$ cat src/rtl/sync_ram_dp_be.sv
// Simple dual-port synchronous RAM: one byte-enabled write port, one read port,
// selectable read latency / read-during-write behaviour and a post-reset clear engine.
module sync_ram_dp_be #(
  parameter int DATA_WIDTH     = 32,
  parameter int BYTE_WIDTH     = 8,
  parameter int ADDR_WIDTH     = 4,
  parameter int RD_LATENCY     = 1,
  parameter int RDW_MODE       = 0,
  parameter int CLEAR_ON_RESET = 1
) (
  input  logic                             clk,
  input  logic                             rst_n,
  output logic                             init_done,
  input  logic                             wr_en,
  input  logic [ADDR_WIDTH-1:0]            wr_addr,
  input  logic [DATA_WIDTH/BYTE_WIDTH-1:0] wr_be,
  input  logic [DATA_WIDTH-1:0]            wr_data,
  input  logic                             rd_en,
  input  logic [ADDR_WIDTH-1:0]            rd_addr,
  output logic [DATA_WIDTH-1:0]            rd_data,
  output logic                             rd_valid
);
  localparam int NB    = DATA_WIDTH / BYTE_WIDTH;
  localparam int DEPTH = 2 ** ADDR_WIDTH;

  if (DATA_WIDTH % BYTE_WIDTH != 0) begin : g_bad_width
    $error("DATA_WIDTH must be a multiple of BYTE_WIDTH");
  end
  if (RD_LATENCY != 1 && RD_LATENCY != 2) begin : g_bad_latency
    $error("RD_LATENCY must be 1 or 2");
  end

  typedef enum logic {ST_CLEAR, ST_READY} state_t;

  state_t                  state_reg;
  logic [ADDR_WIDTH-1:0]   clr_addr_reg;
  logic                    init_done_reg;

  always_ff @(posedge clk or negedge rst_n) begin
    if (!rst_n) begin
      state_reg     <= (CLEAR_ON_RESET != 0) ? ST_CLEAR : ST_READY;
      clr_addr_reg  <= '0;
      init_done_reg <= (CLEAR_ON_RESET == 0);
    end else begin
      case (state_reg)
        ST_CLEAR: begin
          clr_addr_reg <= clr_addr_reg + 1'b1;
          if (clr_addr_reg == ADDR_WIDTH'(DEPTH - 1)) begin
            state_reg     <= ST_READY;
            init_done_reg <= 1'b1;
          end
        end
        default: ;
      endcase
    end
  end

  assign init_done = init_done_reg;

  logic clearing, wr_acc, rd_acc;
  assign clearing = (state_reg == ST_CLEAR);
  assign wr_acc   = init_done_reg & wr_en;
  assign rd_acc   = init_done_reg & rd_en;

  // The clear engine and the user write share the single physical write port.
  logic                  port_we;
  logic [ADDR_WIDTH-1:0] port_addr;
  logic [NB-1:0]         port_be;
  logic [DATA_WIDTH-1:0] port_din;

  always_comb begin
    port_we   = clearing | wr_acc;
    port_addr = clearing ? clr_addr_reg : wr_addr;
    port_be   = clearing ? '1 : wr_be;
    port_din  = clearing ? '0 : wr_data;
  end

  logic [DATA_WIDTH-1:0] mem [DEPTH];

  always_ff @(posedge clk) begin
    if (port_we) begin
      for (int i = 0; i < NB; i++) begin
        if (port_be[i])
          mem[port_addr][i*BYTE_WIDTH +: BYTE_WIDTH] <= port_din[i*BYTE_WIDTH +: BYTE_WIDTH];
      end
    end
  end

  // Write-first collisions forward the enabled write lanes over the stored word.
  logic                  collide;
  logic [DATA_WIDTH-1:0] rd_old;
  logic [DATA_WIDTH-1:0] rd_word;

  assign collide = wr_acc && (wr_addr == rd_addr) && (RDW_MODE == 0);
  assign rd_old  = mem[rd_addr];

  for (genvar gi = 0; gi < NB; gi++) begin : g_lane
    assign rd_word[gi*BYTE_WIDTH +: BYTE_WIDTH] = (collide && wr_be[gi]) ?
        wr_data[gi*BYTE_WIDTH +: BYTE_WIDTH] : rd_old[gi*BYTE_WIDTH +: BYTE_WIDTH];
  end

  logic                  s1_valid_reg;
  logic [DATA_WIDTH-1:0] s1_data_reg;

  always_ff @(posedge clk or negedge rst_n) begin
    if (!rst_n) begin
      s1_valid_reg <= 1'b0;
      s1_data_reg  <= '0;
    end else begin
      s1_valid_reg <= rd_acc;
      if (rd_acc)
        s1_data_reg <= rd_word;
    end
  end

  if (RD_LATENCY == 2) begin : g_lat2
    logic                  s2_valid_reg;
    logic [DATA_WIDTH-1:0] s2_data_reg;

    always_ff @(posedge clk or negedge rst_n) begin
      if (!rst_n) begin
        s2_valid_reg <= 1'b0;
        s2_data_reg  <= '0;
      end else begin
        s2_valid_reg <= s1_valid_reg;
        if (s1_valid_reg)
          s2_data_reg <= s1_data_reg;
      end
    end

    assign rd_data  = s2_data_reg;
    assign rd_valid = s2_valid_reg;
  end else begin : g_lat1
    assign rd_data  = s1_data_reg;
    assign rd_valid = s1_valid_reg;
  end

endmodule

$ cat config.mk
export PLATFORM = sky130hd
export DESIGN_NAME = sync_ram_dp_be
export DESIGN_NICKNAME = d
export VERILOG_FILES = /design/src/rtl/sync_ram_dp_be.sv
export SDC_FILE = /design/constraint.sdc
export NUM_CORES = 1
export LEC_CHECK = 0
export CAP_MARGIN = 40
export CORE_ASPECT_RATIO = 2
export CORE_MARGIN = 2
export CORE_UTILIZATION = 29
export DETAILED_ROUTE_END_ITERATION = 10
export PLACE_DENSITY = 0.44
export SETUP_SLACK_MARGIN = 0.5
export SLEW_MARGIN = 5
export SYNTH_ARGS = -nofsm -noshare
export SYNTH_HDL_FRONTEND = slang
export SYNTH_SLANG_ARGS = --single-unit
$ cat constraint.sdc
create_clock -name clk -period 2.2 [get_ports clk]
set_input_delay 0.33 -clock clk [delete_from_list [all_inputs] [get_ports clk]]
set_output_delay 0.33 -clock clk [all_outputs]
set_load 0.005 [all_outputs]
==> reports/results.ini <==
[die]
die_h_um=393
dieWidth_um=199
core_mm2=0.0750
num_rows=142
ios=82
start_util=0.293
die_area_mm2=0.0782

[place]
place.gp.congestion=0.763
io_buffer_count=81
placedCellCount=2366
dpl.hpwl_um=49200

[cts]
cts_tree=done
root_buffer=clkbuf_16
cts-htree-levels=2
cts.clk_slew.worst_paths_ps=70
cts.sinks=551
cts_buffer_depth=3
cts_made_buffers=49
clk_latency_ps=600

[synth]
synth_area_mm2=0.0220
yosysWarnings=0
synth_top_area_share=0.699
synth_edf_count=512
synth_fp_nets=1193
ys_ff_latch=551
yosysUniqueCellTypes=34
seq_area_frac_synth=0.744
synthTopCellsByArea=edfxtp_1 (70%), mux4_2 (13%), dfrtp_1 (4.4%), a22o_1 (2.5%), and2_1 (1.9%)
async_reset_ff_frac=0.0708
synth_common_cells=edfxtp_1 (512), mux4_2 (128), nor2_1 (101)
synthCells=1144
yosysMostFrequentCell=edfxtp_1
synth_top_cell_by_area=edfxtp_1
synth_flop_cell=edfxtp_1
syn-mean-instance-area_um2=19.2

[min_path]
hold_path.class=in -> async

[detailed_routing]
wl_um=71200
via_per_inst=4.90
dr.pass1.iters=5
wl_per_cell_um=28.5
drtIter0Drc=808
drc=0
ant_nets=0
via_count=12300

[setup_path]
crit_slowest_cell=dfrtp_2
path_depth=9
crit_path_frequent_cell=buf_8
reg2reg_to=mem[4][22]$_DFFE_PP_
crit_arrival_ps=2150
reg2reg_depth=9
critPathLaunchType=flip-flop
critPathBufInv=5
critical_path_class=reg -> reg
critPathCapture=mem[4][22]$_DFFE_PP_
critical_path.max_stage_delay_ps=430
reg2reg_slack_ps=350
timing.rr.start=state_reg$_DFF_PN0_
end_kind=flip-flop
cp_top_family=buffers and inverters
cp_max_fo=8
crit_required_ps=2500
startpoint=state_reg$_DFF_PN0_
cp_cell_sequence=buf_6 -> nand2b_4 -> o21ai_4 -> buf_12 -> buf_8 -> nand2_8 -> buf_8 -> nor2_4 -> buf_8

[sta]
tightest_slew_ps=816
fmax_mhz=541
fin_crit_sh=0.840
rsz0062_at_grt=yes
period_needed_ps=1850
hold_viol=0
setup_viol=0
report.final.slew_viol_count=0
clock_skew_ps=25.0
slew_headroom=0.456

[final_layout]
largest_reg_flops=512
finalNonFillerCells=2500
synthToLayoutAreaGrowth_pct=33.4
drive_gt1_frac=0.391
final_nets=1500

[global_routing]
globalRouteTotalUtil=0.181
grt.overflow.total=0
antenna_found_initial=2
grt_pass1_wl_um=99900
grt_max_degree=30
grt_pass1_vias=13100

[power]
peakVddDrop_mv=0.532
power_density_mw_per_mm2=774
leakagePower_uw=0.0101
finalPower_uw=22700

[outcome]
outcome=complete, no violations

[run]
maxCapViolCount=0

per-layer routing:
| metal | track usage | wire [um] |
|---|---|---|
| met5 | 0 | 0 |
| met4 | 0.0536 | 2000 |
| met3 | 0.0176 | 2060 |
| met2 | 0.363 | 41800 |
| met1 | 0.195 | 25300 |
cell families (layout without fill, tap and decap cells):
family,Yosys count,after routing,share of synthesized area
buf+inv,78,423,0.0174
mux,129,129,0.132
compound gates,146,146,0.0517
flops,551,551,0.744
xor+xnor,7,7,0.00279
simple gates,232,233,0.0524
fa+ha+maj,1,1,0.000569
other cells,0,2,0
area by class of cell:
class                           count  area (um2)
Timing Repair Buffer              330        3910
Clock buffer                       61        1310
Clock inverter                     29         343
Multi-Input combinational cell    516        6130
Fill cell                        6907       45700
Sequential cell                   551       16400
Tap cell                         1008        1260
Antenna cell                        2        5.00
Inverter                            3        11.3
through the flow:
stage | utilization | TNS [ps] | hold slack (ps) | instance area, um2 | worst slack [ps]
floorplan | - | 0 | 34.4 | 22200 | 363
global placement | 0.343 | -51580 | 470 | 25700 | -201
detailed placement | 0.343 | -54670 | 460 | 25700 | -216
CTS | 0.379 | 0 | 370 | 28400 | 309
global route | 0.391 | 0 | 413 | 29300 | 300
finish | 0.391 | 0 | 379 | 29300 | 351
cell usage in the layout (no fill, tap or decap), types with 7 or more instances in the layout:
cell type and n:
a22o_1 64, a41oi_1 26, and2_1 61, and3_1 32
buf_12 40, buf_4 91, buf_6 73, buf_8 39
bufinv_16 8, clkbuf_1 10, clkbuf_16 55, clkdlybuf4s50_1 42
clkinv_1 9, clkinv_2 9, dfrtp_1 32, dfrtp_2 7
dlygate4sd2_1 9, dlymetal6s2s_1 25, edfxtp_1 512, mux4_2 128
nor2_1 34, nor2_4 61, o21ai_1 31
report_power, final:
part	total [uW]	internal, uW	switching, uW
clock	9060	5180	3880
combinational	2010	917	1090
sequential	11600	11500	74.4
how the worst min path moves through the flow:
stage | slack (ps) | cells past startpoint | endpoint | from
final | 380 | 2 | rd_data[29]$_DFFE_PN0P_ | rst_n
after global routing | 410 | 2 | rd_data[31]$_DFFE_PN0P_ | rst_n
after CTS | 370 | 2 | rd_data[31]$_DFFE_PN0P_ | rst_n
after detailed placement | 460 | 1 | rd_data[1]$_DFFE_PN0P_ | rst_n
after global placement | 470 | 1 | rd_data[1]$_DFFE_PN0P_ | rst_n
after floorplan | 30 | 0 | clr_addr_reg[0]$_DFFE_PN0N_ | rst_n
repair_timing:
action | CTS | global route
hold endpoints to repair | 23 | 0
hold buffers | 1 | 0
setup buffers | 21 | 13
resized for setup | 209 | 184
pin swaps | 23 | 30
setup endpoints to repair | 578 | 743
cloned | 3 | 4
Power figures use the tool's default switching activity.
